===== config.mk =====
export PLATFORM = sky130hd
export DESIGN_NAME = page_req_arb_flat
export DESIGN_NICKNAME = d
export VERILOG_FILES = /design/src/rtl/page_req_arb_pkg.sv /design/src/rtl/page_req_arb_if.sv /design/src/rtl/page_req_arb_rr_arbiter.sv /design/src/rtl/page_req_arb.sv /design/src/flat_wrapper.sv
export SDC_FILE = /design/constraint.sdc
export NUM_CORES = 1
export LEC_CHECK = 0
export CAP_MARGIN = 0
export CORE_ASPECT_RATIO = 0.9
export CORE_MARGIN = 2
export CORE_UTILIZATION = 40
export DETAILED_ROUTE_END_ITERATION = 10
export PLACE_DENSITY = 0.85
export SYNTH_ARGS = -nofsm -noshare
export SYNTH_HDL_FRONTEND = slang
export SYNTH_SLANG_ARGS = --single-unit

===== constraint.sdc =====
create_clock -name clk -period 2.45 [get_ports clk]
set_input_delay 0.245 -clock clk [delete_from_list [all_inputs] [get_ports clk]]
set_output_delay 0.245 -clock clk [all_outputs]
set_load 0.03 [all_outputs]

===== src/rtl/page_req_arb_pkg.sv =====
// page_req_pkg: shared types and defaults for the page allocation map front end.
//   cmd_t   - requester command encoding (matches the 2-bit cmd field per client)
//   state_t - page_req_arb sequencing states, also exported on the debug port
//   PGBITS_DEFAULT / NCLIENT_DEFAULT - default widths
package page_req_pkg;

    localparam int PGBITS_DEFAULT  = 15;
    localparam int NCLIENT_DEFAULT = 4;

    typedef enum logic [1:0] {
        CMD_ALLOC   = 2'b00,
        CMD_FREE    = 2'b01,
        CMD_STAT    = 2'b10,
        CMD_FREEALL = 2'b11
    } cmd_t;

    typedef enum logic [2:0] {
        ST_INIT  = 3'd0,
        ST_IDLE  = 3'd1,
        ST_ISSUE = 3'd2,
        ST_WLO   = 3'd3,
        ST_WHI   = 3'd4,
        ST_RESP  = 3'd5
    } state_t;

endpackage


===== src/rtl/page_req_arb_if.sv =====
// page_req_arb_if: requester-side bus of page_req_arb.
//   req      - per-client request level, held until that client's ack
//   cmd      - per-client 2-bit command (cmd_t encoding)
//   pageno_i - per-client page operand (free, stat)
//   val_i    - per-client 2-bit stat operand
//   ack      - per-client one-cycle completion pulse
//   pageno_o - result page / status bit, valid only in the ack cycle
//   err      - error flag, valid only in the ack cycle
//   busy     - arbiter is initialising or has a command in flight
// Handshake: a client raises req[i] with its operands stable and keeps them
// until it sees ack[i]; the ack cycle is the only cycle pageno_o/err mean
// anything. A req still high in the cycle after ack is a new request.
// Modports: master = requester side, slave = page_req_arb.
interface page_req_arb_if #(
    parameter int NCLIENT = page_req_pkg::NCLIENT_DEFAULT,
    parameter int PGBITS  = page_req_pkg::PGBITS_DEFAULT
);
    logic [NCLIENT-1:0]        req;
    logic [2*NCLIENT-1:0]      cmd;
    logic [PGBITS*NCLIENT-1:0] pageno_i;
    logic [2*NCLIENT-1:0]      val_i;
    logic [NCLIENT-1:0]        ack;
    logic [PGBITS-1:0]         pageno_o;
    logic                      err;
    logic                      busy;

    modport master (
        output req, cmd, pageno_i, val_i,
        input  ack, pageno_o, err, busy
    );

    modport slave (
        input  req, cmd, pageno_i, val_i,
        output ack, pageno_o, err, busy
    );
endinterface


===== src/rtl/page_req_arb_rr_arbiter.sv =====
// rr_arbiter: round-robin request picker.
//   clk, rst  - clock, synchronous active-high reset
//   req       - request vector
//   advance   - accept the current pick; it becomes last_grant
//   grant     - one-hot pick (zero when no request)
//   grant_idx - encoded pick
//   any       - at least one request present
// The search starts one past last_grant; reset puts last_grant on the top
// client so client 0 is searched first.
module rr_arbiter #(
    parameter  int NCLIENT = 4,
    localparam int IDXW    = (NCLIENT > 1) ? $clog2(NCLIENT) : 1
) (
    input  logic               clk,
    input  logic               rst,
    input  logic [NCLIENT-1:0] req,
    input  logic               advance,
    output logic [NCLIENT-1:0] grant,
    output logic [IDXW-1:0]    grant_idx,
    output logic               any
);
    logic [IDXW-1:0] last_grant;
    logic [IDXW-1:0] cand_idx;
    int              cand;

    always_comb begin
        grant_idx = '0;
        any       = 1'b0;
        cand      = 0;
        cand_idx  = '0;
        for (int i = 1; i <= NCLIENT; i++) begin
            cand     = (int'(last_grant) + i) % NCLIENT;
            cand_idx = IDXW'(cand);
            if (!any && req[cand_idx]) begin
                any       = 1'b1;
                grant_idx = cand_idx;
            end
        end
    end

    assign grant = any ? (NCLIENT'(1) << grant_idx) : '0;

    always_ff @(posedge clk) begin
        if (rst) begin
            last_grant <= IDXW'(NCLIENT - 1);
        end else if (advance && any) begin
            last_grant <= grant_idx;
        end
    end
endmodule


===== src/rtl/page_req_arb.sv =====
// page_req_arb: round-robin front end serialising client commands onto the
// page allocation map's single command port.
//   clk, rst     - clock, synchronous active-high reset (shared with the map)
//   bus          - requester bus (page_req_arb_if.slave)
//   pam_alloc/pam_free/pam_stat/pam_freeall - one-cycle command strobes
//   pam_pageno, pam_val - operands to the map, frozen from grant to ack
//   pam_result, pam_done - map result and done flag
//   dbg_state    - current sequencing state
// Build option PAGE_REQ_ARB_FREE_CHECK_EN: frees go out as pam_stat with
// pam_val=2'b00 (clear, return prior bit) and a prior 0 is flagged as a
// double free; pam_free is then never strobed.
module page_req_arb import page_req_pkg::*; #(
    parameter int NCLIENT = NCLIENT_DEFAULT,
    parameter int PGBITS  = PGBITS_DEFAULT
) (
    input  logic              clk,
    input  logic              rst,
    page_req_arb_if.slave     bus,
    output logic              pam_alloc,
    output logic              pam_free,
    output logic              pam_stat,
    output logic              pam_freeall,
    output logic [PGBITS-1:0] pam_pageno,
    output logic [1:0]        pam_val,
    input  logic [PGBITS-1:0] pam_result,
    input  logic              pam_done,
    output state_t            dbg_state
);
    localparam int IDXW = (NCLIENT > 1) ? $clog2(NCLIENT) : 1;

    state_t             state;
    cmd_t               cmd_q;
    logic [NCLIENT-1:0] gnt_q;

    logic [NCLIENT-1:0] arb_grant;
    logic [IDXW-1:0]    arb_idx;
    logic               arb_any;
    logic               arb_advance;

    cmd_t               req_cmd;
    logic [PGBITS-1:0]  req_page;
    logic [1:0]         req_val;

    assign arb_advance = (state == ST_IDLE) && arb_any;
    assign dbg_state   = state;

    rr_arbiter #(.NCLIENT(NCLIENT)) u_rr (
        .clk       (clk),
        .rst       (rst),
        .req       (bus.req),
        .advance   (arb_advance),
        .grant     (arb_grant),
        .grant_idx (arb_idx),
        .any       (arb_any)
    );

    // Operands of the client being picked this cycle.
    always_comb begin
        req_cmd  = cmd_t'(bus.cmd[2*int'(arb_idx) +: 2]);
        req_page = bus.pageno_i[PGBITS*int'(arb_idx) +: PGBITS];
        req_val  = bus.val_i[2*int'(arb_idx) +: 2];
`ifdef PAGE_REQ_ARB_FREE_CHECK_EN
        // A checked free is a stat that clears the bit.
        if (req_cmd == CMD_FREE) begin
            req_val = 2'b00;
        end
`endif
    end

    always_ff @(posedge clk) begin
        if (rst) begin
            state        <= ST_INIT;
            cmd_q        <= CMD_ALLOC;
            gnt_q        <= '0;
            pam_alloc    <= 1'b0;
            pam_free     <= 1'b0;
            pam_stat     <= 1'b0;
            pam_freeall  <= 1'b0;
            pam_pageno   <= '0;
            pam_val      <= 2'b00;
            bus.ack      <= '0;
            bus.pageno_o <= '0;
            bus.err      <= 1'b0;
            bus.busy     <= 1'b1;
        end else begin
            case (state)
                ST_INIT: begin
                    // The map runs its own clear pass after reset.
                    if (pam_done) begin
                        state    <= ST_IDLE;
                        bus.busy <= 1'b0;
                    end
                end
                ST_IDLE: begin
                    if (arb_any) begin
                        gnt_q      <= arb_grant;
                        cmd_q      <= req_cmd;
                        pam_pageno <= req_page;
                        pam_val    <= req_val;
                        bus.busy   <= 1'b1;
                        state      <= ST_ISSUE;
                        // Strobe registers are high exactly while in ISSUE.
                        case (req_cmd)
                            CMD_ALLOC: pam_alloc <= 1'b1;
`ifdef PAGE_REQ_ARB_FREE_CHECK_EN
                            CMD_FREE:  pam_stat  <= 1'b1;
`else
                            CMD_FREE:  pam_free  <= 1'b1;
`endif
                            CMD_STAT:  pam_stat  <= 1'b1;
                            default:   pam_freeall <= 1'b1;
                        endcase
                    end
                end
                ST_ISSUE: begin
                    pam_alloc   <= 1'b0;
                    pam_free    <= 1'b0;
                    pam_stat    <= 1'b0;
                    pam_freeall <= 1'b0;
                    state       <= ST_WLO;
                end
                ST_WLO: begin
                    if (!pam_done) begin
                        state <= ST_WHI;
                    end
                end
                ST_WHI: begin
                    if (pam_done) begin
                        bus.ack <= gnt_q;
                        state   <= ST_RESP;
                        case (cmd_q)
                            CMD_ALLOC: begin
                                // Page 0 is reserved, so it signals exhaustion.
                                bus.pageno_o <= pam_result;
                                bus.err      <= (pam_result == '0);
                            end
                            CMD_FREE: begin
                                bus.pageno_o <= pam_pageno;
`ifdef PAGE_REQ_ARB_FREE_CHECK_EN
                                bus.err      <= ~pam_result[0];
`else
                                bus.err      <= 1'b0;
`endif
                            end
                            CMD_STAT: begin
                                bus.pageno_o <= {{(PGBITS-1){1'b0}}, pam_result[0]};
                                bus.err      <= 1'b0;
                            end
                            default: begin
                                bus.pageno_o <= '0;
                                bus.err      <= 1'b0;
                            end
                        endcase
                    end
                end
                ST_RESP: begin
                    bus.ack      <= '0;
                    bus.pageno_o <= '0;
                    bus.err      <= 1'b0;
                    bus.busy     <= 1'b0;
                    state        <= ST_IDLE;
                end
                default: begin
                    state <= ST_INIT;
                end
            endcase
        end
    end
endmodule

===== src/flat_wrapper.sv =====
// flat-port wrapper written by rule: the top's interface ports become plain ports
module page_req_arb_flat import page_req_pkg::*;
#(
    parameter int NCLIENT = NCLIENT_DEFAULT,
    parameter int PGBITS  = PGBITS_DEFAULT
)
  (clk, rst, pam_alloc, pam_free, pam_stat, pam_freeall, pam_pageno, pam_val, pam_result, pam_done, dbg_state, bus_req, bus_cmd, bus_pageno_i, bus_val_i, bus_ack, bus_pageno_o, bus_err, bus_busy);
  page_req_arb_if #(.NCLIENT(NCLIENT), .PGBITS(PGBITS)) bus_i ();
  input  logic clk;
  input  logic rst;
  output logic pam_alloc;
  output logic pam_free;
  output logic pam_stat;
  output logic pam_freeall;
  output logic [PGBITS-1:0] pam_pageno;
  output logic [1:0] pam_val;
  input  logic [PGBITS-1:0] pam_result;
  input  logic pam_done;
  output state_t dbg_state;
  input wire logic [$bits(bus_i.req)-1:0] bus_req;
  input wire logic [$bits(bus_i.cmd)-1:0] bus_cmd;
  input wire logic [$bits(bus_i.pageno_i)-1:0] bus_pageno_i;
  input wire logic [$bits(bus_i.val_i)-1:0] bus_val_i;
  output wire logic [$bits(bus_i.ack)-1:0] bus_ack;
  output wire logic [$bits(bus_i.pageno_o)-1:0] bus_pageno_o;
  output wire logic [$bits(bus_i.err)-1:0] bus_err;
  output wire logic [$bits(bus_i.busy)-1:0] bus_busy;
  assign bus_i.req = bus_req;
  assign bus_i.cmd = bus_cmd;
  assign bus_i.pageno_i = bus_pageno_i;
  assign bus_i.val_i = bus_val_i;
  assign bus_ack = bus_i.ack;
  assign bus_pageno_o = bus_i.pageno_o;
  assign bus_err = bus_i.err;
  assign bus_busy = bus_i.busy;
  page_req_arb #(.NCLIENT(NCLIENT), .PGBITS(PGBITS)) u_core (.clk(clk), .rst(rst), .bus(bus_i), .pam_alloc(pam_alloc), .pam_free(pam_free), .pam_stat(pam_stat), .pam_freeall(pam_freeall), .pam_pageno(pam_pageno), .pam_val(pam_val), .pam_result(pam_result), .pam_done(pam_done), .dbg_state(dbg_state));
endmodule

==> results of run 1 <==
[per-stage QoR]
stage / setup WS (ns) / cell area, µm² / hold slack, ns / utilization, % / power (mW)
6_report: 0.4034 / 4410 / 0.3954 / 63.31 / 2.344
5_1_grt: 0.2206 / 4410 / 0.4244 / 63.31 / 2.462
4_1_cts: 0.4039 / 4410 / 0.3929 / 63.31 / 2.356
3_5_place_dp: 0.09640 / 4327 / 0.4698 / 62.10 / 1.884
3_3_place_gp: 0.1380 / 4327 / 0.4481 / 62.10 / 1.863
2_1_floorplan: 0.4649 / 2834 / 0.3900 / - / 1.520
[power by group]
group / internal, mW / total [mW] / switching (mW)
combinational: 0.448 / 0.855 / 0.408
clock: 0.203 / 0.482 / 0.279
sequential: 0.926 / 1.01 / 0.0806
[sequential cells by signal (all words and copies together) (netlist names)]
name                    cells
u_core.pam_freeall          1
u_core.bus.busy             1
u_core.pam_pageno          15
u_core.gnt_q                4
u_core.u_rr.last_grant      2
u_core.pam_alloc            1
u_core.pam_stat             1
u_core.cmd_q                2
u_core.bus.err              1
u_core.bus.ack              4
u_core.pam_free             1
u_core.dbg_state            3
u_core.bus.pageno_o        15
u_core.pam_val              2
[final cells by class]
type                    instances  share of cell area, %
clock buffers                   7                  1.730
flip-flops and latches         53                  24.06
clock inverters                 1                 0.1702
repair buffers                150                  34.04
well taps                      93                  2.638
multi-input cells             242                  37.11
inverters                       3                 0.2553
[worst max path at each step]
stage / start / to / slack (ns) / cells after the start
floorplan: u_core.dbg_state[2]$_SDFFE_PP0P_ / u_core.bus.pageno_o[10]$_SDFFE_PP0P_ / 0.46 / 8
detailed placement: bus_req[1] / u_core.pam_pageno[2]$_SDFFE_PP0P_ / 0.1 / 7
finish: bus_req[1] / u_core.pam_freeall$_SDFFE_PP0P_ / 0.40 / 8
global route: bus_req[1] / u_core.pam_freeall$_SDFFE_PP0P_ / 0.22 / 8
global placement: bus_req[1] / u_core.pam_pageno[5]$_SDFFE_PP0P_ / 0.14 / 7
CTS: bus_req[1] / u_core.pam_pageno[5]$_SDFFE_PP0P_ / 0.40 / 7
[worst register-to-register path, stage by stage, from the launching register on]
cell	delay, ns
dfxtp_1	0.50
or3b_1	0.47
or2_2	0.44
buf_12	0.19
a211o_1	0.28
[cells in the final DEF, fill, tap and decap left out, drive strengths merged]
master and n:
a211o 2, a211oi 3, a21oi 28, a22oi 22
a31oi 1, and2 1, and3 1, and4 1
buf 9, clkbuf 7, clkdlybuf4s50 141, clkinvlp 1
dfxtp 53, inv 3, mux2 31, mux2i 23
nand2 40, nand2b 6, nand3b 1, nor2 33
nor2b 4, nor3 4, nor3b 3, nor4 5
o211a 1, o211ai 17, o21a 1, o21ai 8
o22ai 1, o311a 1, or2 1, or3 1
or3b 1, or4b 1
[kinds of logic (layout without fill, tap and decap cells)]
family | Yosys count | count (layout) | share of synthesized area, %
simple gates | 103 | 103 | 16.78
compound gates | 85 | 85 | 20.13
flops | 53 | 53 | 37.44
mux | 54 | 54 | 20.57
buf+inv | 30 | 161 | 5.077
[per-layer routing]
metal  track usage, %  vias up  wire (µm)
li1                 -     1426          -
met1            24.89     1338       3427
met2            38.02      115       4209
met3            6.143       16        590
met4            7.086        0        183
met5                0        -          0
==> impl_metrics.py, run 1 <==
metrics = {
    "sta": {
        "timing.fmax_ghz": 0.4886,
        "hold_violations": 0,
        "tightestPinTransition_ns": 0.8084,
        "rsz0062_at_grt": "no",
        "finalClockSkew_ns": 0.01182,
        "drv_slew": 0,
        "slew_headroom_pct": 46.03,
        "timing.setup.tns_ns": 0,
        "finalSetupViolCount": 0,
        "finalCriticalPeriod_ns": 2.047,
        "timing.final.crit_share_pct": 83.53,
    },
    "pwr": {
        "p_leak_nw": 1.582,
        "power.density_mw_per_mm2": 531.5,
        "irDropWorstVdd_v": 0.0003028,
    },
    "drt": {
        "drc_errors": 0,
        "drtPass1Iterations": 4,
        "wirelength_um": 8411,
        "post_drt_wl_per_cell_um": 15.32,
        "viasPerCell": 5.273,
        "dr.first_iter.drc_count": 94,
        "vias": 2895,
        "final_antenna_net_count": 0,
    },
    "synthesis": {
        "synthTopCellsByCount": "dfxtp_1, nand2_1, nor2_1",
        "syn_area_per_cell_um2": 8.720,
        "synth_area_mm2": 0.002834,
        "yosysMostFrequentCell": "dfxtp_1",
        "synth_cells": 325,
        "ys_async_sr_fraction_pct": 0,
        "ys_top_cells_by_area": "dfxtp_1, mux2_2, mux2i_1",
        "yosysSeqAreaShare_pct": 37.44,
        "synth.distinct_cells": 38,
        "synth_warnings": 0,
        "synth-edff-count": 0,
        "ys_seq_elements": 53,
        "synth-main-ff-cell": "dfxtp_1",
        "synth_nets": 423,
        "yosysTopAreaCell": "dfxtp_1",
        "yosysTopAreaCellShare_pct": 37.44,
    },
    "floorplanning": {
        "dieArea_mm2": 0.007775,
        "die_height_um": 83.86,
        "die_w_um": 92.73,
        "start_util_pct": 40.68,
        "num_rows": 29,
        "ios": 143,
        "core-area_mm2": 0.006967,
    },
    "placement": {
        "place_congestion": 0.8094,
        "dp_hpwl_um": 6432,
        "io_buffer_count": 142,
        "place_inst": 541,
    },
    "worst_setup_path": {
        "reg2reg_depth": 4,
        "cp.required_ns": 2.63,
        "endpoint_kind": "flop",
        "r2r_start": "u_core.dbg_state[0]$_SDFFE_PP0P_",
        "path_class": "in2reg",
        "worst-path-buf-inv": 2,
        "crit_arrival_ns": 2.22,
        "max_stage_delay_ns": 0.49,
        "path_cells": "clkdlybuf4s50_1, o21a_1, a211oi_4, buf_12, mux2i_1, mux2i_1, a31oi_1, nor3_2",
        "cp_max_fo": 41,
        "reg2reg_to": "u_core.u_rr.last_grant[0]$_SDFFE_PP1P_",
        "startpoint_type": "input port",
        "critPathSlowestCell": "clkdlybuf4s50_1",
        "reg2reg_slack_ns": 0.46,
        "critical-path-top-delay-family": "compound AO/OA/AOI/OAI gates",
        "cp_common_cell": "mux2i_1",
    },
    "min_path": {
        "holdPathEnd": "u_core.bus.ack[2]$_SDFFE_PP0P_",
        "hold_path_depth": 2,
        "hp-start": "rst",
        "min_path_type": "in2reg",
    },
    "global_routing": {
        "grt_overflow": 0,
        "grt_start_max_net_pins": 42,
        "grt_pass1_wl_um": 13410,
        "antenna_found_initial": 0,
        "grt_pass1_vias": 2877,
        "track_usage_pct": 21.50,
    },
    "final_layout": {
        "nFillCells": 589,
        "area_growth_syn_to_layout_pct": 55.63,
        "stdcell_count": 549,
        "layout-drive-gt1-share_pct": 11.40,
        "nets": 553,
        "n_antenna_cell": 0,
        "final-seq-area_mm2": 0.001061,
        "multi_input_comb_area_mm2": 0.001637,
    },
    "clocking": {
        "clock_latency_ns": 0.30,
        "clk_pin_slew_worst_paths_ns": 0.09,
        "root_buffer": "clkbuf_8",
        "cts_resized": 0,
        "cts.path.max_buffers": 2,
        "cts_inserted_buffers": 5,
        "cts_tree": "built",
        "clock_sinks": 53,
        "holdBufCountCts": 0,
        "h-tree-depth": 2,
        "post_cts_buffers": 0,
    },
    "flow_run": {
        "maxCapViolations": 0,
    },
    "outcome": {
        "status": "finished, final reports clean",
    },
}
Power figures use the tool's default switching activity.
==> run 2, diff against run 1 <==
CORE_UTILIZATION = 36   (was 40)
PLACE_DENSITY = 0.81   (was 0.85)
clock period = 1.6 ns   (was 2.45 ns; I/O delays follow)
==> run 2 against run 1 <==
Clock power grew 85%. The flow now finishes with violations (negative setup slack). Wire length grew 21%. Critical endpoint is now u_core.pam_pageno[9]$_SDFFE_PP0P_. Cell area grew 16%. Critical path depth shrank 1. Non-clock buffer count grew 43.
==> impl_metrics.py, run 2 (synthesis results as in run 1) <==
metrics = {
    "final_layout": {
        "reg_top3": "u_core.bus.pageno_o x15, u_core.pam_pageno x15",
        "mostFrequentLayoutCell": "clkdlybuf4s50_1",
        "layout-drive-gt1-share_pct": 23.85,
        "final-seq-area_mm2": 0.001071,
        "multi_input_comb_area_mm2": 0.001802,
        "nets": 596,
        "n_antenna_cell": 0,
        "layout_common_cells": "clkdlybuf4s50_1, dfxtp_1, nand2_1",
        "nFillCells": 597,
        "area_growth_syn_to_layout_pct": 80.62,
    },
    "clocking": {
        "cts.path.max_buffers": 2,
        "h-tree-depth": 2,
        "cts_tree": "built",
        "clock_latency_ns": 0.31,
        "clk_pin_slew_worst_paths_ns": 0.10,
        "root_buffer": "clkbuf_8",
        "cts_inserted_buffers": 5,
        "clock_sinks": 53,
    },
    "drt": {
        "final_antenna_net_count": 0,
        "vias": 3192,
        "dr.first_iter.drc_count": 116,
        "viasPerCell": 5.365,
        "post_drt_wl_per_cell_um": 17.04,
        "drc_errors": 0,
        "wirelength_um": 10140,
        "drtPass1Iterations": 4,
    },
    "worst_setup_path": {
        "crit_arrival_ns": 2.08,
        "max_stage_delay_ns": 0.35,
        "path_class": "reg2reg",
        "critPathSlowestCell": "mux2_2",
        "cp.required_ns": 1.78,
        "startpoint_type": "flop",
        "crit_end": "u_core.pam_pageno[9]$_SDFFE_PP0P_",
        "cp_max_fo": 9,
        "endpoint_kind": "flop",
        "path_cells": "o21a_1, a211oi_4, buf_4, clkbuf_16, mux2_2, o211ai_1, a21oi_1",
        "worstSetupStartpoint": "u_core.u_rr.last_grant[1]$_SDFFE_PP1P_",
        "reg2reg_to": "u_core.pam_pageno[9]$_SDFFE_PP0P_",
        "r2r_start": "u_core.u_rr.last_grant[1]$_SDFFE_PP1P_",
        "reg2reg_depth": 7,
        "reg2reg_slack_ns": -0.30,
    },
    "pwr": {
        "irDropWorstVdd_v": 0.0004522,
        "power.density_mw_per_mm2": 831.3,
        "p_leak_nw": 2.054,
        "power_mw": 4.255,
    },
    "placement": {
        "dp_slack_ns": -0.6001,
        "place_congestion": 0.8307,
        "io_buffer_count": 142,
        "dp_hpwl_um": 6897,
    },
    "flow_run": {
        "maxCapViolations": 0,
    },
    "sta": {
        "finalSetupViolCount": 27,
        "timing.fmax_ghz": 0.5262,
        "timing.hold.ws_ns": 0.3503,
        "worst_slack_ns": -0.3004,
        "tightestPinTransition_ns": 0.5695,
        "timing.setup.tns_ns": -5.558,
        "slew_headroom_pct": 62.03,
        "finalClockSkew_ns": 0.009253,
        "drv_slew": 0,
        "timing.final.crit_share_pct": 118.8,
        "rsz0062_at_grt": "yes",
        "finalCriticalPeriod_ns": 1.900,
        "hold_violations": 0,
    },
    "outcome": {
        "failed_checks": "negative setup slack",
        "status": "finished, violations left",
    },
    "floorplanning": {
        "ios": 143,
        "num_rows": 30,
        "start_util_pct": 37.38,
        "core-area_mm2": 0.007582,
        "die_w_um": 97.53,
        "dieArea_mm2": 0.008599,
        "die_height_um": 88.17,
    },
    "global_routing": {
        "grt_pass1_wl_um": 15120,
        "grt_pass1_vias": 3272,
        "track_usage_pct": 21.82,
        "antenna_found_initial": 0,
        "grt_start_max_net_pins": 32,
        "grt_overflow": 0,
    },
    "min_path": {
        "min_path_type": "in2reg",
    },
}
-- run 2: changes by cell type in the layout (fill, tap and decap cells not counted), sizes merged --
cell and delta:
clkdlybuf4s50 -12, dlymetal6s2s +6, clkinv +1, dlygate4sd2 +6, buf +40, clkbuf +2
clkinvlp -1, bufinv +1
-- run 2: timing repair --
item	CTS	global route
pin swaps	7	18
hold buffers	0	0
gates resized for setup	22	33
setup buffers	8	5
gates cloned	2	3
setup endpoints to repair	34	45
-- run 2: worst min-delay path by stage --
stage	start	end	cells after the start
detailed placement	u_core.pam_val[1]$_SDFFE_PP0P_	u_core.pam_val[1]$_SDFFE_PP0P_	2
global route	rst	u_core.pam_pageno[10]$_SDFFE_PP0P_	2
global placement	u_core.pam_val[1]$_SDFFE_PP0P_	u_core.pam_val[1]$_SDFFE_PP0P_	2
CTS	rst	u_core.pam_pageno[10]$_SDFFE_PP0P_	2
floorplan	pam_done	u_core.dbg_state[0]$_SDFFE_PP0P_	1
finish	rst	u_core.pam_pageno[10]$_SDFFE_PP0P_	2
-- run 2: cell type report --
cell class	count	share of cell area (%)
multi-input combinational	242	35.20
timing repair buffer	193	39.23
inverter	3	0.2200
clock buffer	6	1.418
tap	96	2.347
sequential	53	20.92
clock inverter	2	0.6600
-- run 2: worst max-delay path: cells and delay by family, from the launching register on --
kind,cells,cell delay [ns]
DFF,1,0.34
AOI/OAI and AO/OA,4,0.72
buffers and inverters,2,0.37
muxes,1,0.35
-- run 2: where the power goes --
part / total, mW / internal [mW] / switching [mW]
clock: 0.894 / 0.463 / 0.432
sequential: 1.50 / 1.42 / 0.0812
combinational: 1.86 / 1.03 / 0.832
total: 4.26 / 2.91 / 1.35
-- run 2: routing by layer --
layer	track usage, %	wire, µm	up-vias
met1	23.77	3863	1514
met4	7.576	224	0
met2	41.25	5225	136
met3	6.065	825	20
met5	0	0	-
li1	-	-	1522
-- run 2: per-stage QoR --
stage | util [%] | std cells | instance area [µm²]
finish | 67.51 | 595 | 5119
global route | 67.51 | 595 | 5119
CTS | 64.17 | 587 | 4866
detailed placement | 60.56 | 569 | 4592
global placement | 60.56 | 569 | 4592
floorplan | - | 325 | 2907
==> run 3, diff against run 2 <==
CAP_MARGIN = not set   (was 0)
REMOVE_ABC_BUFFERS = 1   (was not set)
==> run 3 against run 2 <==
The flow still finishes with violations (negative setup slack). Setup slack better by 0.019 ns. Flip-flop and latch count stayed put. Sequential power barely moved. Wire length increased by 1.3%. Register-to-register slack improved by 0.02 ns. Combinational power about the same. Clock-buffer cell count increased by 1. Non-clock buffer count decreased by 2. Die area unchanged. Via count shrank 0.38%. First-iteration DRC count increased by 37%. Largest power group unchanged.
==> impl_metrics.py, run 3 (synthesis results as in run 1) <==
metrics = {
    "drt": {
        "drtPass1Iterations": 5,
        "viasPerCell": 5.354,
        "drc_errors": 0,
        "dr.first_iter.drc_count": 159,
        "post_drt_wl_per_cell_um": 17.30,
        "vias": 3180,
        "final_antenna_net_count": 0,
        "wirelength_um": 10280,
    },
    "pwr": {
        "clockPowerShare_pct": 19.3,
        "p_sw_mw": 1.342,
        "p_sw_share_pct": 32.09,
        "p_int_mw": 2.840,
        "combPwrFrac_pct": 44.9,
        "p_leak_nw": 1.976,
        "irDropWorstVdd_v": 0.0004253,
        "power.density_mw_per_mm2": 816.9,
        "p_seq_share_pct": 35.8,
        "power_mw": 4.183,
    },
    "worst_setup_path": {
        "crit_arrival_ns": 2.04,
        "path_cells": "o21a_4, a211oi_4, buf_6, buf_12, clkbuf_16, mux2_2, o211ai_1, a21oi_1",
        "critPathSlowestCell": "dfxtp_4",
        "reg2reg_depth": 8,
        "max_stage_delay_ns": 0.36,
        "cp.required_ns": 1.76,
        "cp_max_fo": 6,
        "reg2reg_slack_ns": -0.28,
        "path_class": "reg2reg",
        "r2r_start": "u_core.u_rr.last_grant[1]$_SDFFE_PP1P_",
        "reg2reg_to": "u_core.pam_val[0]$_SDFFE_PP0P_",
        "endpoint_kind": "flop",
        "startpoint_type": "flop",
    },
    "clocking": {
        "cts.path.max_buffers": 2,
        "root_buffer": "clkbuf_8",
        "cts_tree": "built",
        "clk_pin_slew_worst_paths_ns": 0.10,
        "clock_sinks": 53,
        "clock_latency_ns": 0.30,
        "cts_inserted_buffers": 5,
        "holdBufCountCts": 0,
        "h-tree-depth": 2,
    },
    "flow_run": {
        "maxCapViolations": 0,
    },
    "sta": {
        "tightestPinTransition_ns": 0.5448,
        "timing.final.crit_share_pct": 117.6,
        "slew_headroom_pct": 63.54,
        "finalCriticalPeriod_ns": 1.881,
        "timing.fmax_ghz": 0.5316,
        "drv_slew": 0,
        "timing.hold.ws_ns": 0.3264,
        "finalSetupViolCount": 27,
        "rsz0062_at_grt": "yes",
        "worst_slack_ns": -0.2812,
        "finalClockSkew_ns": 0.01061,
        "hold_violations": 0,
    },
    "final_layout": {
        "nets": 595,
        "stdcell_area_mm2": 0.005120,
        "reg_top3": "u_core.bus.pageno_o x15, u_core.pam_pageno x15",
        "area_growth_syn_to_layout_pct": 80.66,
        "mostFrequentLayoutCell": "clkdlybuf4s50_1",
        "layout-drive-gt1-share_pct": 23.90,
        "n_antenna_cell": 0,
        "layout_common_cells": "clkdlybuf4s50_1, dfxtp_1, nand2_1",
    },
    "global_routing": {
        "track_usage_pct": 22.46,
        "antenna_found_initial": 0,
        "grt_pass1_wl_um": 15500,
        "grt_overflow": 0,
        "grt_pass1_vias": 3212,
        "grt_start_max_net_pins": 28,
    },
    "floorplanning": {
        "num_rows": 30,
        "start_util_pct": 37.38,
        "die_height_um": 88.17,
        "die_w_um": 97.53,
        "dieArea_mm2": 0.008599,
        "ios": 143,
        "core-area_mm2": 0.007582,
    },
    "placement": {
        "place_area_mm2": 0.004542,
        "place_congestion": 0.7918,
        "io_buffer_count": 142,
        "dp_hpwl_um": 6719,
    },
    "min_path": {
        "holdPathEnd": "u_core.bus.ack[3]$_SDFFE_PP0P_",
        "min_path_type": "in2reg",
        "hold_path_depth": 2,
        "hp-start": "rst",
    },
    "outcome": {
        "status": "finished, violations left",
        "failed_checks": "negative setup slack",
    },
}
[run 3: cell types whose count changed in the layout (fill, tap and decap cells not counted), moves of 3 or more]
cell / change
mux2_2: +3
clkdlybuf4s50_1: +7
a21oi_1: +4
dlygate4sd2_1: -4
a21oi_2: -4
dlymetal6s2s_1: -3
mux2_4: -3
mux2i_1: +4
buf_6: -3
mux2i_2: -3
[run 3: worst max-delay path by stage]
stage	slack [ns]	to	startpoint	depth (start not counted)
floorplan	-1.15	u_core.pam_freeall$_SDFFE_PP0P_	u_core.u_rr.last_grant[0]$_SDFFE_PP1P_	6
global placement	-0.56	u_core.pam_pageno[2]$_SDFFE_PP0P_	bus_req[1]	7
detailed placement	-0.67	u_core.pam_pageno[5]$_SDFFE_PP0P_	bus_req[1]	7
CTS	-0.24	u_core.pam_freeall$_SDFFE_PP0P_	u_core.u_rr.last_grant[0]$_SDFFE_PP1P_	9
global route	-0.34	u_core.pam_pageno[6]$_SDFFE_PP0P_	u_core.u_rr.last_grant[1]$_SDFFE_PP1P_	8
finish	-0.28	u_core.pam_val[0]$_SDFFE_PP0P_	u_core.u_rr.last_grant[1]$_SDFFE_PP1P_	8
[run 3: repair_timing]
| item | 4_1_cts | 5_1_grt |
|---|---|---|
| resized for setup | 37 | 25 |
| gates cloned | 4 | 1 |
| buffers inserted | 11 | 7 |
| pin swaps | 12 | 14 |
| setup endpoints to repair | 53 | 46 |
[run 3: power groups by stage]
stage | clock network, mW | logic, mW | registers, mW
2_1_floorplan | 0 | 0.581 | 1.68
3_3_place_gp | 0 | 1.45 | 1.52
3_5_place_dp | 0 | 1.49 | 1.52
4_1_cts | 0.835 | 1.71 | 1.50
5_1_grt | 0.891 | 1.98 | 1.51
6_report | 0.807 | 1.88 | 1.50
[run 3: area by class of cell]
class / count / area, µm²
inverters: 3 / 11.26
repair buffers: 191 / 1989
multi-input cells: 243 / 1823
clock buffers: 7 / 96.34
flip-flops and latches: 53 / 1075
well taps: 96 / 120.1
clock inverters: 1 / 5.005
fillers: 608 / 2462
[run 3: worst max-delay path, delay by kind of cell (launching register included)]
kind / cells / cell delay [ns]
muxes: 1 / 0.33
buffers and inverters: 3 / 0.41
DFF: 1 / 0.36
AOI/OAI and AO/OA: 4 / 0.63
[run 3: per-layer routing]
metal  GRT usage (%)  routed length (µm)  share of wire, %
met4           6.313                 168               1.6
met3           5.188                 652               6.3
met5               0                   0                 0
met2           44.83                5479                53
met1           23.83                3975                39
[run 3: metrics by stage]
stage          utilization [%]  cells  setup WS (ns)  TNS (ns)
6_report                 67.52    594        -0.2812    -5.015
5_1_grt                  67.52    594        -0.3369    -6.843
4_1_cts                  64.90    588        -0.2396    -4.262
3_5_place_dp             59.90    568        -0.6723    -24.92
3_3_place_gp             59.90    568        -0.5620    -20.67
2_1_floorplan                -    298         -1.152    -37.24
